### src/rtl/lane_rr_arbiter_if.sv
// Bus between the lane round-robin arbiter and its requesters / lane bank.
// Carries the request vector, beat data, grant and the output beat handshake.
interface lane_rr_arbiter_if #(
    parameter int NREQ = 4,
    parameter int DW   = 4
);
    localparam int IW = $clog2(NREQ);

    logic [NREQ-1:0]    req;
    logic [NREQ*DW-1:0] req_data;
    logic [NREQ-1:0]    grant;
    logic               out_valid;
    logic [DW-1:0]      out_data;
    logic [IW-1:0]      out_src;
    logic               out_ready;
    logic               busy;

    modport master (
        output req,
        output req_data,
        output out_ready,
        input  grant,
        input  out_valid,
        input  out_data,
        input  out_src,
        input  busy
    );

    modport slave (
        input  req,
        input  req_data,
        input  out_ready,
        output grant,
        output out_valid,
        output out_data,
        output out_src,
        output busy
    );
endinterface

### src/rtl/lane_rr_arbiter.sv
// Round-robin arbiter sharing one registered 4-lane output stage between
// requesters, with valid/ready backpressure and a per-tenure burst limit.
module lane_rr_arbiter #(
    parameter int NREQ      = 4,
    parameter int DW        = 4,
    parameter int MAX_BURST = 8
) (
    input logic              clk,
    input logic              rst,
    lane_rr_arbiter_if.slave bus
);
    localparam int IW = $clog2(NREQ);
    localparam int CW = $clog2(MAX_BURST + 1);
    localparam logic [NREQ-1:0] ONE = NREQ'(1);

    typedef enum logic {
        IDLE,
        GRANT
    } state_t;

    state_t          state_q;
    logic [IW-1:0]   ptr_q;
    logic [IW-1:0]   hold_q;
    logic [CW-1:0]   cnt_q;
    logic [NREQ-1:0] grant_q;
    logic            out_valid_q;
    logic [DW-1:0]   out_data_q;
    logic [IW-1:0]   out_src_q;

    logic            any_req;
    logic            hold_req;
    logic [DW-1:0]   hold_data;
    logic            out_free;
    logic            xfer;
    logic            last;
    logic            rel;
    logic [IW-1:0]   nxt_ptr;
    logic [IW-1:0]   arb_ptr;
    logic [IW-1:0]   win;
    logic            found;

    // Holder handshake: transfer, burst-limit hit and release detection.
    always_comb begin
        any_req   = |bus.req;
        hold_req  = bus.req[hold_q];
        hold_data = bus.req_data[int'(hold_q)*DW +: DW];
        out_free  = !out_valid_q || bus.out_ready;
        xfer      = (state_q == GRANT) && hold_req && out_free;
        last      = xfer && (cnt_q == CW'(MAX_BURST - 1));
        rel       = (state_q == GRANT) && (!hold_req || last);
        nxt_ptr   = (hold_q == IW'(NREQ - 1)) ? '0 : hold_q + 1'b1;
        arb_ptr   = rel ? nxt_ptr : ptr_q;
    end

    // Circular priority search starting at the (possibly just advanced) pointer.
    always_comb begin
        win   = arb_ptr;
        found = 1'b0;
        for (int i = 0; i < NREQ; i++) begin
            if (!found && bus.req[(int'(arb_ptr) + i) % NREQ]) begin
                found = 1'b1;
                win   = IW'((int'(arb_ptr) + i) % NREQ);
            end
        end
    end

    // Grant FSM plus the single output register stage.
    always_ff @(posedge clk) begin
        if (rst) begin
            state_q     <= IDLE;
            ptr_q       <= '0;
            hold_q      <= '0;
            cnt_q       <= '0;
            grant_q     <= '0;
            out_valid_q <= 1'b0;
            out_data_q  <= '0;
            out_src_q   <= '0;
        end else begin
            if (xfer) begin
                out_valid_q <= 1'b1;
                out_data_q  <= hold_data;
                out_src_q   <= hold_q;
            end else if (out_valid_q && bus.out_ready) begin
                out_valid_q <= 1'b0;
            end

            unique case (state_q)
                IDLE: begin
                    if (any_req) begin
                        state_q <= GRANT;
                        hold_q  <= win;
                        grant_q <= ONE << win;
                        cnt_q   <= '0;
                    end
                end
                GRANT: begin
                    if (rel) begin
                        ptr_q <= nxt_ptr;
                        cnt_q <= '0;
                        if (any_req) begin
                            hold_q  <= win;
                            grant_q <= ONE << win;
                        end else begin
                            state_q <= IDLE;
                            grant_q <= '0;
                        end
                    end else if (xfer) begin
                        cnt_q <= cnt_q + 1'b1;
                    end
                end
            endcase
        end
    end

    assign bus.grant     = grant_q;
    assign bus.busy      = |grant_q;
    assign bus.out_valid = out_valid_q;
    assign bus.out_data  = out_data_q;
    assign bus.out_src   = out_src_q;

endmodule

### src/flat_wrapper.sv
// flat-port wrapper written by rule: the top's interface ports become plain ports
module lane_rr_arbiter_flat 
#(
    parameter int NREQ      = 4,
    parameter int DW        = 4,
    parameter int MAX_BURST = 8
)
  (clk, rst, bus_req, bus_req_data, bus_out_ready, bus_grant, bus_out_valid, bus_out_data, bus_out_src, bus_busy);
  lane_rr_arbiter_if #(.NREQ(NREQ), .DW(DW)) bus_i ();
  input logic clk;
  input logic rst;
  input wire logic [$bits(bus_i.req)-1:0] bus_req;
  input wire logic [$bits(bus_i.req_data)-1:0] bus_req_data;
  input wire logic [$bits(bus_i.out_ready)-1:0] bus_out_ready;
  output wire logic [$bits(bus_i.grant)-1:0] bus_grant;
  output wire logic [$bits(bus_i.out_valid)-1:0] bus_out_valid;
  output wire logic [$bits(bus_i.out_data)-1:0] bus_out_data;
  output wire logic [$bits(bus_i.out_src)-1:0] bus_out_src;
  output wire logic [$bits(bus_i.busy)-1:0] bus_busy;
  assign bus_i.req = bus_req;
  assign bus_i.req_data = bus_req_data;
  assign bus_i.out_ready = bus_out_ready;
  assign bus_grant = bus_i.grant;
  assign bus_out_valid = bus_i.out_valid;
  assign bus_out_data = bus_i.out_data;
  assign bus_out_src = bus_i.out_src;
  assign bus_busy = bus_i.busy;
  lane_rr_arbiter #(.NREQ(NREQ), .DW(DW), .MAX_BURST(MAX_BURST)) u_core (.clk(clk), .rst(rst), .bus(bus_i));
endmodule
### config.mk
export PLATFORM = sky130hd
export DESIGN_NAME = lane_rr_arbiter_flat
export DESIGN_NICKNAME = d
export VERILOG_FILES = /design/src/rtl/lane_rr_arbiter_if.sv /design/src/rtl/lane_rr_arbiter.sv /design/src/flat_wrapper.sv
export SDC_FILE = /design/constraint.sdc
export NUM_CORES = 1
export LEC_CHECK = 0
export CORE_MARGIN = 1
export CORE_UTILIZATION = 40
export DETAILED_ROUTE_END_ITERATION = 10
export HOLD_SLACK_MARGIN = 0.02
export PLACE_DENSITY = 0.71
export SYNTH_ARGS = -nofsm -noshare
export SYNTH_HDL_FRONTEND = slang
export SYNTH_SLANG_ARGS = --single-unit
### constraint.sdc
create_clock -name clk -period 2.2 [get_ports clk]
set_clock_uncertainty 0.05 [all_clocks]
set_input_delay 0.55 -clock clk [delete_from_list [all_inputs] [get_ports clk]]
set_output_delay 0.55 -clock clk [all_outputs]
set_load 0.05 [all_outputs]
==> summary.txt, run 1 <==
Global routing
  – Total global-route track usage: 22.5%
  – Grt ovf: 0
  – Pin count of the biggest net entering global routing: 15
  – First-pass GRT wire length: 5.84 mm
  – Initial antenna violation count: 0
  – Vias in the first global route: 1,345

Routing
  – Drt total wl: 3.60 mm
  – Uppermost layer routed: met4
  – Average wire per cell in the routed design: 14.7 um
  – Met2 wire length: 1.80 mm
  – Routed Antenna Nets: 0
  – Met3 wire len: 200 um
  – Remaining DRCs: 0
  – M1 wire length: 1.52 mm
  – Drt via density: 5.32
  – Routed vias: 1,299
  – DRT iter0 DRCs: 75
  – DRT Pass-1 Iters: 4

Cells and area
  – Post-route insts no fill: 244
  – Share of cells above drive strength 1: 27.5%
  – Area growth, synth to finish: 52.9%
  – Final-stage net count: 226
  – Post-route cell area: 1930 um2
  – Final Core Density: 63.8%
  – Diode count: 0

Yosys
  – Async S/R FF share, synth: 0%
  – Synth warn: 0
  – Synth Cell Area: 1260 um2
  – Cell taking the most area after synthesis: dfxtp_1
  – Cell count after synthesis: 139
  – Syn_area_per_cell: 9.09 um2
  – Syn nets: 164
  – EDFF count, synth: 0
  – Count of different cell masters after synthesis: 46
  – Register area share after synthesis: 31.7%
  – Primary FF master, synth: dfxtp_1
  – Synthesized flop and latch total: 20
  – Top post-synthesis cells by area: dfxtp_1 32%, mux4_1 10%, mux2i_1 5.5%
  – Synth top area share: 31.7%

Floorplan
  – # rows: 20
  – I/O pins: 35
  – Die Ht: 58.2 um
  – Die X: 58.2 um
  – Die ar.: 3390 um2
  – Starting Density: 41.7%
  – Core Box Area: 3030 um2

Timing
  – Hold Worst Slack: 436 ps
  – Hold Vio Cnt, Final: 0
  – Minimum clock period: 2160 ps
  – Final slew viol count: 0
  – Max Fclk: 464 MHz
  – Slew headroom: 65.6%
  – Final period utilization: 98.0%
  – Slew @ Worst Pin: 515 ps
  – Final worst slack: 44.8 ps
  – Setup-failing EPs final: 0
  – Setup TNS: 0 ps

Clock tree
  – Root buf cell: clkbuf_4
  – Hold buffer count at cts: 0
  – Clock Sinks: 20
  – H-tree Lvls: 1
  – Reg clk slew, reported paths: 120 ps
  – Clk Latency, worst-skew pair: 300 ps
  – Clk buf depth: 2
  – TritonCTS clock tree: built
  – CTS Buf Count: 3

Placed design
  – DPL Wire Length: 2.61 mm
  – Placed inst area: 1820 um2
  – Final Wtd Congestion: 0.891
  – I/O Buffers: 34
  – Inst Count DP: 239
  – Pre-CTS setup slack: -457 ps

Setup path
  – Critical path origin: bus_req[2]
  – Crit Path Class: in -> reg
  – Crit Reg-Reg Startpoint: u_core.hold_q[0]
  – Crit-path max cell delay: 350 ps
  – CP Launch Type: input port
  – CP max FO: 5
  – Worst Path Required: 2350 ps
  – Critical-path cell list: dlygate4sd2_1 > mux2_4 > o22a_4 > a221o_1 > a22oi_2 > o21ai_2 > a32o_1
  – Worst Setup End Kind: flop
  – Slowest CP cell: a221o_1
  – Worst path arrival time: 2310 ps

Power and ir drop
  – Pwr/cell area: 617 nW/um2
  – Tot Pwr: 1.19 mW
  – Leak: 0.768 nW
  – VDD IR max: 0.000365 V

Run status
  – Status: completed

Job
  – Max cap viols: 0

Worst hold path
  – Hold wc startpoint: u_core.bus.grant[2]
  – Hold Path Class: reg -> reg
## sequential cells by signal (all words and copies together) (netlist names)
| signal | count |
|---|---|
| u_core.bus.out_valid | 1 |
| u_core.cnt_q | 4 |
| u_core.hold_q | 2 |
| u_core.state_q | 1 |
| u_core.bus.out_data | 4 |
| u_core.bus.grant | 4 |
| u_core.bus.out_src | 2 |
| u_core.ptr_q | 2 |
## power by group
part	total, mW	internal [mW]	switching, mW	leakage, nW
logic	0.547	0.252	0.295	0.583
registers	0.427	0.398	0.0290	0.165
clock network	0.217	0.101	0.116	0.0210
total	1.19	0.751	0.440	0.768
## kinds of logic after synthesis
| group | after synthesis | synth area share [%] |
|---|---|---|
| buffers and inverters | 8 | 3.86 |
| and+or+nand+nor | 58 | 22.9 |
| AOI/OAI and AO/OA | 37 | 21.6 |
| muxes | 14 | 18.0 |
| adders and majority gates | 2 | 1.98 |
| DFF | 20 | 31.7 |
## layer usage
layer  track usage [%]  vias to the layer above
li1                  -                      647
met2              40.4                       51
met5                 0                        -
met3              4.24                        6
met4              7.82                        0
met1              26.7                      595
## Yosys cell counts (2+ instances only)
cell type  count
a311oi_1       2
or4_1          3
dfxtp_1       20
a32o_1         2
nand3b_1       2
nor3_1         2
mux4_1         5
a31oi_1        2
o21a_1         2
mux2i_1        7
o31ai_1        5
and3_1         2
nor2b_1        5
o21ai_0        7
nand2_1       15
clkbuf_1       2
inv_1          3
nor2_1        18
ha_1           2
nand3_1        2
a21oi_1        6
## area by class of cell
class | count | area (um2)
Clock buffer | 4 | 36.3
Fill cell | 260 | 1100
Inverter | 3 | 11.3
Multi-Input combinational cell | 111 | 883
Sequential cell | 20 | 404
Tap cell | 44 | 55.1
Timing Repair Buffer | 62 | 542
## worst max-delay path: cells and delay by family
kind	cells	cell delay, ps
buffers and inverters	1	250
muxes	1	300
AOI/OAI and AO/OA	5	1220
## path summary, 6_finish.rpt
kind | to | slack, ps | depth (start not counted)
worst max-delay path | u_core.bus.grant[0] | 40 | 7
worst min-delay path | u_core.bus.grant[2] | 440 | 2
worst max register to register | u_core.bus.grant[0] | 80 | 6
worst min register to register | u_core.bus.grant[2] | 440 | 2
## repair_timing
action                                  in CTS  in global routing
buffers inserted                             1                  0
pin swaps                                    8                  5
hold endpoints to repair                     0                  0
endpoints found under the setup margin      15                  5
resized for setup                           15                  7
## placed cells by master (no fill, tap or decap), types with 6 or more instances in the layout
cell and instances:
a21oi_1 6, nor2_1 17, dfxtp_1 17, clkdlybuf4s50_1 28
o21ai_0 6, buf_4 29, mux2i_1 7, nand2_1 15
Power figures use the tool's default switching activity.
==> run 2, diff against run 1 <==
--- a/config.mk
+++ b/config.mk
@@ -10,6 +10,7 @@
 export DETAILED_ROUTE_END_ITERATION = 10
 export HOLD_SLACK_MARGIN = 0.02
 export PLACE_DENSITY = 0.71
+export SKIP_CTS_REPAIR_TIMING = 1
 export SYNTH_ARGS = -nofsm -noshare
 export SYNTH_HDL_FRONTEND = slang
 export SYNTH_SLANG_ARGS = --single-unit
==> run 2 against run 1 <==
  * Global-route usage down 1.2 points
  * Final area up 1.4%
  * Largest cell class unchanged
  * Critical endpoint unchanged
  * Routed wire length down 2.1%
==> summary.txt, run 2 (synthesis gave the netlist of run 1 again) <==
Placed design
  – Placed inst area: 1820 um2 (unchanged)
  – Inst Count DP: 239 (unchanged)
  – Final Wtd Congestion: 0.891 (unchanged)
  – DPL Wire Length: 2.61 mm (unchanged)
  – I/O Buffers: 34 (unchanged)
  – Pre-CTS setup slack: -457 ps (unchanged)

Floorplan
  – Die X: 58.2 um (unchanged)
  – Starting Density: 41.7% (unchanged)
  – Die Ht: 58.2 um (unchanged)
  – I/O pins: 35 (unchanged)
  – Core Box Area: 3030 um2 (unchanged)
  – Die ar.: 3390 um2 (unchanged)
  – # rows: 20 (unchanged)

Routing
  – Average wire per cell in the routed design: 14.5 um (-1.7%)
  – DRT iter0 DRCs: 72 (-4.0%)
  – Remaining DRCs: 0 (unchanged)
  – Routed vias: 1,311 (+0.92%)
  – Routed Antenna Nets: 0 (unchanged)
  – DRT Pass-1 Iters: 4 (unchanged)
  – Drt total wl: 3.52 mm (-2.1%)
  – Drt via density: 5.40 (+1.3%)

Timing
  – Slew headroom: 66.0% (+0.45 points)
  – Setup-failing EPs final: 0 (unchanged)
  – Hold Vio Cnt, Final: 0 (unchanged)
  – Final worst slack: 80.4 ps (+35.6 ps)
  – Slew @ Worst Pin: 508 ps (-6.66 ps)
  – Final period utilization: 96.3% (-1.6 points)
  – Hold Worst Slack: 439 ps (+2.26 ps)
  – Minimum clock period: 2120 ps (-35.6 ps)
  – Max Fclk: 472 MHz (+1.7%)
  – Final slew viol count: 0 (unchanged)

Cells and area
  – Share of cells above drive strength 1: 28.6% (+1.1 points)
  – Diode count: 0 (unchanged)
  – Fillers: 247 (-5.0%)
  – Multi-input logic area: 901 um2 (+2.0%)
  – Post-route cell area: 1960 um2 (+1.4%)
  – Area growth, synth to finish: 55.0%
  – Final-stage net count: 225 (-0.44%)
  – Post-route insts no fill: 243 (-0.41%)
  – Most frequent cells in the layout: 28 x clkdlybuf4s50_1, 28 x buf_4, 18 x dfxtp_1
  – Register area: 403 um2 (-0.31%)

Power and ir drop
  – Leak: 0.803 nW (+4.6%)
  – Tot Pwr: 1.19 mW (-0.40%)
  – Pwr/cell area: 606 nW/um2 (-1.8%)
  – VDD IR max: 0.000359 V (-1.9%)

Setup path
  – Worst path arrival time: 2270 ps (-40 ps)
  – CP max FO: 5 (unchanged)
  – Crit Path Class: reg -> reg
  – Worst Path Required: 2350 ps (about the same)
  – CP Launch Type: flop
  – Worst Setup End Kind: flop

Global routing
  – Grt ovf: 0 (unchanged)
  – Total global-route track usage: 21.3% (-1.2 points)
  – Pin count of the biggest net entering global routing: 15 (unchanged)
  – First-pass GRT wire length: 5.58 mm (-4.5%)
  – Vias in the first global route: 1,294 (-3.8%)
  – Initial antenna violation count: 0 (unchanged)

Clock tree
  – Clock Sinks: 20 (unchanged)
  – CTS Buf Count: 3 (unchanged)
  – Reg clk slew, reported paths: 110 ps (about the same)
  – Root buf cell: clkbuf_4
  – Clk buf depth: 2 (unchanged)
  – H-tree Lvls: 1 (unchanged)
  – TritonCTS clock tree: built
  – Clk Latency, worst-skew pair: 290 ps (about the same)

Job
  – Max cap viols: 0 (unchanged)

Run status
  – Status: completed

Worst hold path
  – Hold Path Class: reg -> reg
## run 2: changes by cell type in the layout (fill, tap and decap cells not counted)
cell / previous run / this run
a21oi_1: 6 / 5
a21oi_2: 0 / 1
a22oi_1: 1 / 0
a22oi_2: 1 / 2
buf_4: 29 / 28
dfxtp_1: 17 / 18
dfxtp_2: 3 / 2
dlygate4sd2_1: 5 / 0
dlymetal6s2s_1: 0 / 5
nand2_1: 15 / 14
nand2_2: 0 / 1
nor4_1: 1 / 0
nor4_2: 0 / 1
## run 2: path summary, 6_finish.rpt
check        slack, ps                   to                start  depth (start not counted)
max reg2reg         80  u_core.bus.grant[0]      u_core.cnt_q[0]                          7
min                440  u_core.bus.grant[2]  u_core.bus.grant[2]                          2
max                 80  u_core.bus.grant[0]      u_core.cnt_q[0]                          7
min reg2reg        440  u_core.bus.grant[2]  u_core.bus.grant[2]                          2
## run 2: per-layer routing
layer	up-vias	track usage, %	wire, um	part of all wire, %
li1	644	-	-	-
met4	0	7.48	17	0.48
met5	-	0	0	0
met2	51	36.8	1840	52
met1	614	26.2	1430	40
met3	2	4.24	232	6.6
## run 2: layout make-up
type                            instances  area share (%)
Sequential cell                        20            20.6
Clock buffer                            4            1.85
Multi-Input combinational cell        111            46.0
Inverter                                3           0.575
Tap cell                               44            2.81
Timing Repair Buffer                   61            28.2
## run 2: report_power, final
group	leakage [nW]	internal [mW]	switching (mW)
Sequential	0.164	0.397	0.0296
Clock	0.0210	0.101	0.111
Combinational	0.618	0.253	0.295
Total	0.803	0.751	0.435
## run 2: worst max-delay path, stage by stage (launching register included)
cell and delay (ps):
dfxtp_2 340, ha_1 200, and2_4 160, and3_4 150, or4_4 530, o31ai_4 80
a41oi_2 210, a32o_1 290
## run 2: metrics by stage
step / util, % / setup TNS, ps
after CTS: 61.4 / -1190
final: 64.7 / 0
after global placement: 60.2 / -5390
after global routing: 64.7 / -17.0
after detailed placement: 60.2 / -6000
after floorplan: - / 0
